File: config.mk
export PLATFORM = sky130hd
export DESIGN_NAME = sobel_grad_core
export DESIGN_NICKNAME = d
export VERILOG_FILES = /design/src/rtl/sobel_grad_core.sv
export SDC_FILE = /design/constraint.sdc
export NUM_CORES = 1
export LEC_CHECK = 0
export CORE_UTILIZATION = 65
export CTS_CLUSTER_DIAMETER = 60
export DETAILED_ROUTE_END_ITERATION = 8
export DONT_BUFFER_PORTS = 1
export GPL_TIMING_DRIVEN = 0
export PLACE_DENSITY = 0.81
export SLEW_MARGIN = 20
export SYNTH_ARGS = -nofsm -noshare
export SYNTH_HDL_FRONTEND = slang
export SYNTH_SLANG_ARGS = --single-unit
File: constraint.sdc
create_clock -name clk -period 4.5 [get_ports clk]
set_clock_uncertainty 0.2 [all_clocks]
set_input_delay 0.45 -clock clk [delete_from_list [all_inputs] [get_ports clk]]
set_output_delay 0.45 -clock clk [all_outputs]
set_load 0.05 [all_outputs]
File: src/rtl/sobel_grad_core.sv
// sobel_grad_core: four-stage pipelined Sobel L1 gradient engine with
// valid/ready flow control, per-beat output shaping and a per-frame
// edge-pixel counter.
// Optional feature macro: SOBEL_DIR_EN adds the dir_o gradient-direction output.
module sobel_grad_core #(
    parameter int DATA_W = 8,
    parameter int CNT_W  = 16
) (
    input  logic                  clk,
    input  logic                  rst_n,
    input  logic [9*DATA_W-1:0]   win_i,
    input  logic [1:0]            mode_i,
    input  logic [DATA_W+2:0]     thresh_i,
    input  logic                  last_i,
    input  logic                  in_valid_i,
    output logic                  in_ready_o,
    output logic [DATA_W-1:0]     pix_o,
    output logic                  last_o,
    output logic                  out_valid_o,
    input  logic                  out_ready_i,
    output logic [CNT_W-1:0]      edge_cnt_o,
    output logic                  cnt_valid_o
`ifdef SOBEL_DIR_EN
    ,
    output logic [1:0]            dir_o
`endif
);

    localparam int GW = DATA_W + 2;
    localparam int MW = DATA_W + 3;
    localparam logic [DATA_W-1:0] MAX = '1;

    // Whole pipe advances together; a stalled output freezes every stage.
    logic en;
    assign en         = !out_valid_o || out_ready_i;
    assign in_ready_o = en;

    logic hs;
    assign hs = out_valid_o && out_ready_i;

    // ---------------- S1: partial sums ----------------
    logic [GW-1:0] tap [9];
    for (genvar k = 0; k < 9; k++) begin : g_tap
        assign tap[k] = {2'b00, win_i[k*DATA_W +: DATA_W]};
    end

    logic [GW-1:0] gxp_c, gxn_c, gyp_c, gyn_c;
    assign gxp_c = tap[0] + (tap[3] << 1) + tap[6];
    assign gxn_c = tap[2] + (tap[5] << 1) + tap[8];
    assign gyp_c = tap[0] + (tap[1] << 1) + tap[2];
    assign gyn_c = tap[6] + (tap[7] << 1) + tap[8];

    logic            s1_v, s1_last;
    logic [GW-1:0]   s1_gxp, s1_gxn, s1_gyp, s1_gyn;
    logic [1:0]      s1_mode;
    logic [MW-1:0]   s1_thr;

    // Stage 1 register: partial sums plus the beat's side-band fields.
    always_ff @(posedge clk or negedge rst_n) begin
        if (!rst_n) begin
            s1_v    <= 1'b0;
            s1_last <= 1'b0;
            s1_gxp  <= '0;
            s1_gxn  <= '0;
            s1_gyp  <= '0;
            s1_gyn  <= '0;
            s1_mode <= '0;
            s1_thr  <= '0;
        end else if (en) begin
            s1_v    <= in_valid_i;
            s1_last <= last_i;
            s1_gxp  <= gxp_c;
            s1_gxn  <= gxn_c;
            s1_gyp  <= gyp_c;
            s1_gyn  <= gyn_c;
            s1_mode <= mode_i;
            s1_thr  <= thresh_i;
        end
    end

    // ---------------- S2: absolute differences ----------------
    logic [GW-1:0] agx_c, agy_c;
    assign agx_c = (s1_gxp >= s1_gxn) ? (s1_gxp - s1_gxn) : (s1_gxn - s1_gxp);
    assign agy_c = (s1_gyp >= s1_gyn) ? (s1_gyp - s1_gyn) : (s1_gyn - s1_gyp);

    logic            s2_v, s2_last;
    logic [GW-1:0]   s2_agx, s2_agy;
    logic [1:0]      s2_mode;
    logic [MW-1:0]   s2_thr;

    // Stage 2 register: gradient magnitudes per axis.
    always_ff @(posedge clk or negedge rst_n) begin
        if (!rst_n) begin
            s2_v    <= 1'b0;
            s2_last <= 1'b0;
            s2_agx  <= '0;
            s2_agy  <= '0;
            s2_mode <= '0;
            s2_thr  <= '0;
        end else if (en) begin
            s2_v    <= s1_v;
            s2_last <= s1_last;
            s2_agx  <= agx_c;
            s2_agy  <= agy_c;
            s2_mode <= s1_mode;
            s2_thr  <= s1_thr;
        end
    end

`ifdef SOBEL_DIR_EN
    logic s2_sx, s2_sy;

    // Gradient signs travel alongside the magnitudes for the direction rule.
    always_ff @(posedge clk or negedge rst_n) begin
        if (!rst_n) begin
            s2_sx <= 1'b0;
            s2_sy <= 1'b0;
        end else if (en) begin
            s2_sx <= (s1_gxp >= s1_gxn);
            s2_sy <= (s1_gyp >= s1_gyn);
        end
    end
`endif

    // ---------------- S3: magnitude and edge decision ----------------
    logic [MW-1:0] mag_c;
    assign mag_c = {1'b0, s2_agx} + {1'b0, s2_agy};

    logic            s3_v, s3_last, s3_is_edge;
    logic [MW-1:0]   s3_mag;
    logic [1:0]      s3_mode;

    // Stage 3 register: L1 magnitude and threshold result.
    always_ff @(posedge clk or negedge rst_n) begin
        if (!rst_n) begin
            s3_v       <= 1'b0;
            s3_last    <= 1'b0;
            s3_is_edge <= 1'b0;
            s3_mag     <= '0;
            s3_mode    <= '0;
        end else if (en) begin
            s3_v       <= s2_v;
            s3_last    <= s2_last;
            s3_is_edge <= (mag_c >= s2_thr);
            s3_mag     <= mag_c;
            s3_mode    <= s2_mode;
        end
    end

`ifdef SOBEL_DIR_EN
    logic [1:0] dir_c;
    logic [1:0] s3_dir;

    // Dominant-axis test first, then diagonal quadrant from the signs.
    always_comb begin
        dir_c = 2'd3;
        if ({1'b0, s2_agx} >= {s2_agy, 1'b0})
            dir_c = 2'd0;
        else if ({1'b0, s2_agy} >= {s2_agx, 1'b0})
            dir_c = 2'd1;
        else if (s2_sx == s2_sy)
            dir_c = 2'd2;
    end

    // Direction register aligned with stage 3.
    always_ff @(posedge clk or negedge rst_n) begin
        if (!rst_n)
            s3_dir <= '0;
        else if (en)
            s3_dir <= dir_c;
    end
`endif

    // ---------------- S4: output shaping ----------------
    logic [DATA_W-1:0] sat_c, shaped_c;
    assign sat_c = (s3_mag > {3'b000, MAX}) ? MAX : s3_mag[DATA_W-1:0];

    // Mode 3 is not a distinct mode and falls back to saturated magnitude.
    always_comb begin
        shaped_c = sat_c;
        case (s3_mode)
            2'd1:    shaped_c = s3_is_edge ? MAX : '0;
            2'd2:    shaped_c = s3_is_edge ? MAX : sat_c;
            default: shaped_c = sat_c;
        endcase
    end

    logic s4_is_edge;

    // Output register; holds while downstream is not ready.
    always_ff @(posedge clk or negedge rst_n) begin
        if (!rst_n) begin
            out_valid_o <= 1'b0;
            pix_o       <= '0;
            last_o      <= 1'b0;
            s4_is_edge  <= 1'b0;
        end else if (en) begin
            out_valid_o <= s3_v;
            pix_o       <= shaped_c;
            last_o      <= s3_last;
            s4_is_edge  <= s3_is_edge;
        end
    end

`ifdef SOBEL_DIR_EN
    // Direction output aligned with pix_o.
    always_ff @(posedge clk or negedge rst_n) begin
        if (!rst_n)
            dir_o <= '0;
        else if (en)
            dir_o <= s3_dir;
    end
`endif

    // ---------------- edge counter ----------------
    logic [CNT_W-1:0] cnt, cnt_inc;
    assign cnt_inc = (s4_is_edge && (cnt != '1)) ? (cnt + CNT_W'(1)) : cnt;

    // Count edges on output handshakes; publish and clear at end of frame.
    always_ff @(posedge clk or negedge rst_n) begin
        if (!rst_n) begin
            cnt         <= '0;
            edge_cnt_o  <= '0;
            cnt_valid_o <= 1'b0;
        end else begin
            cnt_valid_o <= 1'b0;
            if (hs) begin
                if (last_o) begin
                    edge_cnt_o  <= cnt_inc;
                    cnt         <= '0;
                    cnt_valid_o <= 1'b1;
                end else begin
                    cnt <= cnt_inc;
                end
            end
        end
    end

endmodule

Yosys cells after proc, flatten, opt, wreduce, memory -nomap -nowiden

Cells that the tools add are included.

Input bits: 90
Bits in registers: 150

Reduce and logical (&&, ||, !) cells: 5
Add/subtract/negate cells: 14
Muxes and demuxes: 10
Order comparisons: 4
Eq/ne operators: 3

Operators with widths:

| operator                | number |
|---|---|
| $add A10 B8 Y10         | 4 |
| $add A8 B9 Y10          | 4 |
| $sub A10 B10 Y10        | 4 |
| $mux W16                | 2 |
| $mux W8                 | 3 |
| $ge A10 B10 Y1          | 2 |
| $mux W10                | 2 |
| $add A16 B1 Y16 const B | 1 |
| $ne A16 B16 Y1 const B  | 1 |
| $pmux W8 S2             | 1 |
| $add A10 B10 Y11        | 1 |
| $ge A11 B11 Y1          | 1 |
| $gt A11 B8 Y1 const B   | 1 |
| $eq A2 B1 Y1 const B    | 1 |
| $eq A2 B2 Y1 const B    | 1 |
| $logic_and A1 B1 Y1     | 2 |
| $mux W1                 | 2 |
| $reduce_and A2 Y1       | 1 |
| $logic_not A1 Y1        | 1 |
| $logic_or A1 B1 Y1      | 1 |

Depth between registers and ports, before layout

Gate-level depths: netlist of the first run.

Depth in word-level cells: 4
Gate-level depth with buffers: 13

Worst setup path before layout of the first run

OpenSTA, ideal clock, no wires.

Kind: flip-flop to flip-flop
Start: reg s2_agx[0]
End: reg s3_is_edge
Arrival time: 2714 ps
Setup slack: 1447 ps
Clock period less this slack: 3053 ps
Required time: 4161 ps
Stages on the path, launching flop included: 12
Cell sequence: dfrtp_1 -> ha_1 -> fa_1 -> a21o_1 -> a21o_1 -> a2111oi_0 -> o21bai_1 -> nand2_1 -> a21oi_1 -> ha_1 -> a2111oi_0 -> a21oi_1

Longest elaborated chain between the ends: 2

Ends and longest elaborated chain:

| item                     | RTL line | text |
|---|---|---|
| start: declaration       | 87       | `logic [GW-1:0] s2_agx, s2_agy;` |
| start signal: assignment | 103      | `s2_agx <= agx_c;` |
| $add A10 B10 Y11         | 127      | `assign mag_c = {1'b0, s2_agx} + {1'b0, s2_agy};` |
| via mag_c[10]            | 126      | `logic [MW-1:0] mag_c;` |
| $ge A11 B11 Y1           | 144      | `s3_is_edge <= (mag_c >= s2_thr);` |
| end signal: assignment   | 144      |  |
| end: declaration         | 129      | `logic s3_v, s3_last, s3_is_edge;` |

The timed path passes the listed nets, and every way through them passes these cells.
A chain may end at the register's enable or synchronous reset.

Worst setup path in the final report of the first run

Start: reg out_valid_o
End: out in_ready_o

Longest elaborated chain between the ends: 2

Ends and longest elaborated chain:

| item                     | RTL line | text |
|---|---|---|
| start: declaration       | 19       | `output logic out_valid_o,` |
| start signal: assignment | 198      | `out_valid_o <= s3_v;` |
| $logic_not A1 Y1         | 35       | `assign en = !out_valid_o \|\| out_ready_i;` |
| $logic_or A1 B1 Y1       | 35       |  |
| end: declaration         | 16       | `output logic in_ready_o,` |

No other way between the ends.

==> results.md, run 1 <==
- Sequential share of the synthesized area: 35.74%
- Status: finished clean
- Final setup TNS: 0 ns
- Post-route cell area: 11560 sq um
- Mapped cell area: 10500 sq um
- Worst R2R Path Depth: 11
- First-pass GRT wire length: 43.96 mm
- Commonest register cell after synthesis: dfrtp_1
- WS Path Type: flop to primary output
- Worst EP required: 3.85 ns
- Final Hold Fails: 0
- Combinational share of power: 58.6%
- Drt total wl: 27.97 mm
- Share of the synthesized area in the top cell type: 35.74%
- Vias in the first global route: 8855
- Setup bufs post-CTS: 0
- Hold Path End: cnt[1]
- Initial antenna violation count: 0
- Reg-to-Reg End: s3_is_edge
- Total power: 9652 uW
- Share of layout cells above drive strength 1: 6.245%
- Slew Limit Fails: 0
- Largest cells by area after synthesis: dfrtp_1 (36%), ha_1 (12%), fa_1 (7.1%)
- Placed Cells: 1370
- IO buf count: 0
- Endpoint class of the critical path: primary output
- Drc violations: 0
- Footprint of the multi-input gates: 6163 sq um
- Num ports: 118
- Die height: 129.1 um
- RD Place Congestion: 0.9672
- Hold Startpoint: out_ready_i
- Chip width: 129.1 um
- CTS root buffer: clkbuf_16
- Static Leak: 0.005388 uW
- CP Buf/Inv Count: 5
- Largest delay share family, worst path: buffers and inverters
- Pin count of the biggest net entering global routing: 151
- Routed via count: 8731
- Reg area: 3754 sq um
- Inserted Clock Buffers: 17
- GRT overflow: 0
- Mapped Cells: 1154
- Fraction of registers with async set/reset: 100.0%
- Setup-failing EPs final: 0
- Cell mode on critical path: clkbuf_1
- CTS tree: built
- CORE AREA: 15830 sq um
- Unrepaired setup endpoints after global routing: no
- Clock power share: 15.2%
- Number of warnings issued by yosys: 0
- Area delta synth->final: 10.03%
- Clock Sinks: 150
- Startpoint Class: flop
- R2R Path Start: s2_agx[0]
- Syn_nets: 1379
- Hold Path Class: input pin to flop
- Synthesized area per cell: 9.102 sq um
- DR iter-0 viols: 618
- Final period utilization: 84.30%
- Nets: 1415
- Final min period: 3.793 ns
- Worst R2R Setup Slack: 1.17 ns
- Drt wl/cell: 19.74 um
- Dominant cell type by area after synthesis: dfrtp_1
- Placed Area: 10780 sq um
- Yosys reg bits: 150
- Initial core utilization: 66.36%
- Total GRT Usage: 34.88%
- Max FO, Critical Path: 10
- Power density cells: 835.2 nW/um^2
- Synth cell types: 77
- Drt via density: 6.162
- Filler cells: 1176
- Internal power: 5080 uW
- CP peak stage delay: 0.63 ns
- Number of synthesized flops with an enable pin: 0
- MaxCap Viol Count: 0
- Antenna-violating nets left: 0
- Hpwl dp: 20.70 mm
- Max frequency: 0.2636 GHz
- Seq pwr share: 26.2%
- Most frequent cell after synthesis: nand2_1
- Worst Tran Pin Value: 0.7816 ns
- FP Rows: 46
- Clock Latency Late Sink: 0.43 ns
- Antenna diodes: 0
- Worst Hold Depth: 2
- Max stage delay cell, worst path: dfrtp_1
- Fin cells: 1417
- CP Cell Sequence: nor2b_1 > clkbuf_1 > inv_1 > buf_2 > clkbuf_1 > clkbuf_2
- Worst EP arrival: 3.14 ns
- Switching Power: 4573 uW
- Synth top cells by count: nand2_1 (182), dfrtp_1 (150), ha_1 (98)
- Clock-pin slew on the worst setup and hold paths: 0.06 ns
- Worst VDD drop: 0.0003674 V
- CTS Buffer Depth: 2
- Sw frac: 47.37%
- Resized Gates After CTS: 0
- Slew headroom: 47.90%
- Die ar.: 16670 sq um
- Hold buffers post-CTS: 17
- Drt first pass iters: 6
- H-tree levels: 4
-- routing by layer --
metal / part of all wire, % / global-route usage [%]
met1: 41 / 41.28
met5: 0 / 0
met2: 50 / 62.05
met3: 5.4 / 5.780
met4: 3.8 / 16.12
-- worst reg2reg max path: cells and delay by family, from the launching register on --
kind                     cells  cell delay, ns
AO/OA/AOI/OAI                7            1.57
adder cells (fa/ha/maj)      3            0.93
flip-flops                   1            0.38
AND/OR/NAND/NOR              1            0.12
-- cell usage in the layout, fill, tap and decap left out, types with 6 or more instances in the layout --
| cell type | n |
|---|---|
| a211oi_1 | 6 |
| mux2i_1 | 7 |
| inv_1 | 91 |
| o21ai_0 | 79 |
| o21ai_1 | 13 |
| nand2_1 | 182 |
| a21oi_1 | 73 |
| xnor2_1 | 22 |
| nand3_1 | 23 |
| dfrtp_1 | 150 |
| buf_2 | 10 |
| dlygate4sd3_1 | 16 |
| o21a_1 | 13 |
| ha_1 | 98 |
| clkbuf_16 | 17 |
| nand2b_1 | 6 |
| nor2b_1 | 14 |
| nand4_1 | 13 |
| xor2_1 | 17 |
| o211ai_1 | 8 |
| nor3_1 | 18 |
| fa_1 | 37 |
| a31oi_1 | 14 |
| a21o_1 | 23 |
| o31ai_1 | 18 |
| nor2_1 | 72 |
| clkbuf_1 | 24 |
| buf_1 | 12 |
-- worst max path at each step --
stage / endpoint / cells past startpoint / start
5_1_grt: in_ready_o / 6 / out_valid_o
4_1_cts: in_ready_o / 6 / out_valid_o
3_5_place_dp: s3_is_edge / 11 / s2_agx[0]
2_1_floorplan: s3_is_edge / 11 / s2_agx[0]
6_report: in_ready_o / 6 / out_valid_o
3_3_place_gp: in_ready_o / 6 / out_valid_o
-- state kept, by name, summed over array words and instances (netlist names), 2 cells and up --
| signal | count |
|---|---|
| s2_mode | 2 |
| s1_gyn | 10 |
| s1_gxn | 10 |
| s3_mode | 2 |
| s2_thr | 11 |
| edge_cnt_o | 16 |
| s1_mode | 2 |
| s2_agx | 10 |
| s1_gyp | 10 |
| s3_mag | 11 |
| s1_thr | 11 |
| s2_agy | 10 |
| cnt | 16 |
| pix_o | 8 |
| s1_gxp | 10 |
-- logic make-up (layout without fill, tap and decap cells) --
family	Yosys count	in the layout	synth area share, %
buffers and inverters	144	191	5.587
AOI/OAI and AO/OA	299	299	18.59
muxes	14	14	1.417
DFF	150	150	35.74
xor gates and xnor gates	39	39	3.252
and+or+nand+nor	373	373	16.69
adders and majority gates	135	135	18.73
-- final cells by class --
type,instances,share of cell area [%]
timing repair buffer,17,1.624
tap,216,2.338
inverter,91,2.956
clock buffer,19,3.832
buffer,53,2.133
multi-input combinational,860,53.33
clock inverter,11,1.310
sequential,150,32.48
-- per-stage QoR --
stage / worst slack (ns) / utilization, % / hold slack (ns)
3_3_place_gp: 0.8336 / 68.07 / -0.04132
6_report: 0.7066 / 73.02 / 0.07916
3_5_place_dp: 1.152 / 68.08 / -0.04064
2_1_floorplan: 1.447 / - / -0.04559
5_1_grt: 0.6010 / 73.02 / 0.1110
4_1_cts: 0.7131 / 73.02 / 0.06019
-- power groups by stage --
stage          Sequential (uW)  Combinational [uW]  Clock (uW)
2_1_floorplan             2420                4230           0
3_3_place_gp              2520                5310           0
3_5_place_dp              2540                5480           0
4_1_cts                   2520                5570        1470
5_1_grt                   2590                6250        1530
6_report                  2530                5650        1460
Note: power is estimated with default switching activity, not from simulation.
==> inputs of run 2 (changes only) <==
--- a/config.mk
+++ b/config.mk
@@ -5,12 +5,12 @@
 export SDC_FILE = /design/constraint.sdc
 export NUM_CORES = 1
 export LEC_CHECK = 0
-export CORE_UTILIZATION = 65
+export CORE_UTILIZATION = 59
 export CTS_CLUSTER_DIAMETER = 60
 export DETAILED_ROUTE_END_ITERATION = 8
 export DONT_BUFFER_PORTS = 1
 export GPL_TIMING_DRIVEN = 0
-export PLACE_DENSITY = 0.81
+export PLACE_DENSITY = 0.78
 export SLEW_MARGIN = 20
 export SYNTH_ARGS = -nofsm -noshare
 export SYNTH_HDL_FRONTEND = slang
==> constraint.sdc (replaced) <==
create_clock -name clk -period 3.15 [get_ports clk]
set_clock_uncertainty 0.2 [all_clocks]
set_input_delay 0.315 -clock clk [delete_from_list [all_inputs] [get_ports clk]]
set_output_delay 0.315 -clock clk [all_outputs]
set_load 0.05 [all_outputs]
==> results.md, run 2 (synthesis gave the netlist of run 1 again) <==
- Status: complete, but fails checks (was finished clean)
- Failing checks: hold timing
- Die height: 135.4 um (was 129.1 um)
- WS Path Type: flop to primary output (unchanged)
- Final min period: 3.020 ns
- Routed via count: 8576 (was 8731)
- First-pass GRT wire length: 42.41 mm (was 43.96 mm)
- Die ar.: 18340 sq um (was 16670 sq um)
- Max stage delay cell, worst path: dfrtp_2 (was dfrtp_1)
- Switching Power: 6508 uW (was 4573 uW)
- Endpoint class of the critical path: primary output (unchanged)
- FP Rows: 48 (was 46)
- Startpoint Class: flop (unchanged)
- GRT overflow: 0 (unchanged)
- Power density cells: 1188 nW/um^2 (was 835.2 nW/um^2)
- Combinational share of power: 59.6% (was 58.6%)
- Chip width: 135.4 um (was 129.1 um)
- Worst EP required: 2.63 ns (was 3.85 ns)
- Antenna diodes: 0 (unchanged)
- Max FO, Critical Path: 10 (unchanged)
- Seq pwr share: 26.2% (about the same)
- Area delta synth->final: 10.71% (was 10.03%)
- Pin count of the biggest net entering global routing: 151 (unchanged)
- IO buf count: 0 (unchanged)
- Commonest non-fill, non-tap cell in the layout: nand2_1 (unchanged)
- Total GRT Usage: 30.36% (was 34.88%)
- Clock power share: 14.2% (was 15.2%)
- Final period utilization: 95.87%
- CTS tree: built (unchanged)
- CP peak stage delay: 0.54 ns (was 0.63 ns)
- Most frequent cells in the layout: nand2_1 (182), dfrtp_1 (149), ha_1 (97), inv_1 (91), o21ai_0 (77) (was nand2_1 (182), dfrtp_1 (150), ha_1 (98), inv_1 (91), o21ai_0 (79))
- Clock Sinks: 150 (unchanged)
- Initial antenna violation count: 0 (unchanged)
- Slew Limit Fails: 0 (unchanged)
- Slew headroom: 41.77% (was 47.90%)
- Worst EP arrival: 2.50 ns (was 3.14 ns)
- Drc violations: 0 (unchanged)
- MaxCap Viol Count: 0 (unchanged)
- Nets: 1422 (was 1415)
- Final Util: 67.00% (was 73.02%)
- Sw frac: 47.11% (was 47.37%)
- Largest delay share family, worst path: buffers and inverters (unchanged)
- Final Hold Fails: 150 (was 0)
- Drt total wl: 26.44 mm (was 27.97 mm)
- Drt wl/cell: 18.45 um (was 19.74 um)
- Antenna-violating nets left: 0 (unchanged)
- Initial core utilization: 60.52% (was 66.36%)
- Setup-failing EPs final: 0 (unchanged)
- Worst VDD drop: 0.0005977 V (was 0.0003674 V)
- Clock Latency Late Sink: 0.43 ns (about the same)
- Num ports: 118 (unchanged)
- Hold Path Class: input pin to async pin (was input pin to flop)
- Max frequency: 0.3311 GHz
- Hold WS: -0.6155 ns (was 0.07916 ns)
- Share of layout cells above drive strength 1: 6.954% (was 6.245%)
- Internal power: 7308 uW (was 5080 uW)
- DR iter-0 viols: 602 (was 618)
- CTS Buffer Depth: 2 (unchanged)
- Top flop regs: cnt x16, edge_cnt_o x16 (unchanged)
- CP Buf/Inv Count: 5 (unchanged)
- Clock-pin slew on the worst setup and hold paths: 0.06 ns (about the same)
- H-tree levels: 4 (unchanged)
- Cell mode on critical path: clkbuf_2 (was clkbuf_1)
- Worst Tran Pin Value: 0.8734 ns (was 0.7816 ns)
- Hold buffers post-CTS: 22 (was 17)
- CORE AREA: 17360 sq um (was 15830 sq um)
- Total power: 13820 uW (was 9652 uW)
- Drt first pass iters: 6 (unchanged)
- CTS root buffer: clkbuf_16 (unchanged)
- Vias in the first global route: 8610 (was 8855)
- Drt via density: 5.985 (was 6.162)
- Inserted Clock Buffers: 17 (unchanged)
- RD Place Congestion: 0.9287 (was 0.9672)
- Hpwl dp: 19.71 mm (was 20.70 mm)
- CP Cell Sequence: nor2b_1 > clkbuf_2 > inv_1 > buf_2 > clkbuf_2 > clkbuf_4 (was nor2b_1 > clkbuf_1 > inv_1 > buf_2 > clkbuf_1 > clkbuf_2)
- Static Leak: 0.005407 uW (was 0.005388 uW)
-- run 2: metrics by stage --
step                      cells  setup slack (ns)  hold slack [ns]  instance area (sq um)  TNS (ns)
after floorplan            1154           0.09735          -0.1806                  10500         0
after global placement     1379           -0.3187          -0.1765                  10790    -3.292
after detailed placement   1379           -0.3709          -0.1745                  10790    -3.906
after CTS                  1431           0.02138          -0.6180                  11610         0
after global routing       1433          -0.02366          -0.6309                  11630  -0.02366
final                      1433            0.1300          -0.6155                  11630         0
-- run 2: final timing paths --
path | startpoint | endpoint | slack, ns | cells after the start
min in group clk | out_ready_i | edge_cnt_o[1] | 0 | 2
max in group asynchronous | rst_n | s1_gyp[6] | 3.22 | 0
min reg2reg | s3_v | s3_v | 0.27 | 2
min | rst_n | s2_thr[0] | -0.62 | 0
max reg2reg | s2_agx[0] | s3_is_edge | 0.13 | 13
max | out_valid_o | in_ready_o | 0.13 | 6
-- run 2: layer usage --
layer  share of wire [%]  vias to the layer above  track usage [%]
met1                  44                     4121            38.13
met3                 4.8                       51            4.976
met4                 2.8                        0            12.42
met5                   0                        -                0
li1                    -                     4110                -
met2                  49                      294            52.02
-- run 2: power by group through the flow --
| stage | clock network (uW) | logic (uW) | registers, uW |
|---|---|---|---|
| final | 1960 | 8230 | 3620 |
| after detailed placement | 0 | 7760 | 3640 |
| after global routing | 2060 | 9110 | 3710 |
| after global placement | 0 | 7570 | 3610 |
| after floorplan | 0 | 6040 | 3450 |
| after CTS | 1970 | 8000 | 3610 |
-- run 2: layout make-up --
type,count,area (sq um)
Multi-Input combinational cell,860,6208
Fill cell,1408,5728
Sequential cell,150,3755
Clock buffer,21,450.4
Inverter,91,341.6
Tap cell,225,281.5
Buffer,53,251.5
Timing Repair Buffer,24,235.2
Clock inverter,9,105.1
-- run 2: timing repair --
action | 4_1_cts | 5_1_grt
endpoints found under the setup margin | 15 | 18
buffers inserted | 0 | 2
pin swaps | 2 | 9
gates resized for setup | 12 | 6
endpoints found under the hold margin | 172 | 150
-- run 2: worst register-to-register path, cell delays in order (launching register included) --
cell and delay, ns:
dfrtp_1 0.38, ha_2 0.20, fa_2 0.35, a21o_1 0.16, a21o_1 0.20, a21o_1 0.21
a21oi_2 0.18, xnor2_2 0.11, ha_1 0.30, o21ai_1 0.07, nand2b_1 0.09, nand4_1 0.10
o211a_1 0.23, a21oi_1 0.15
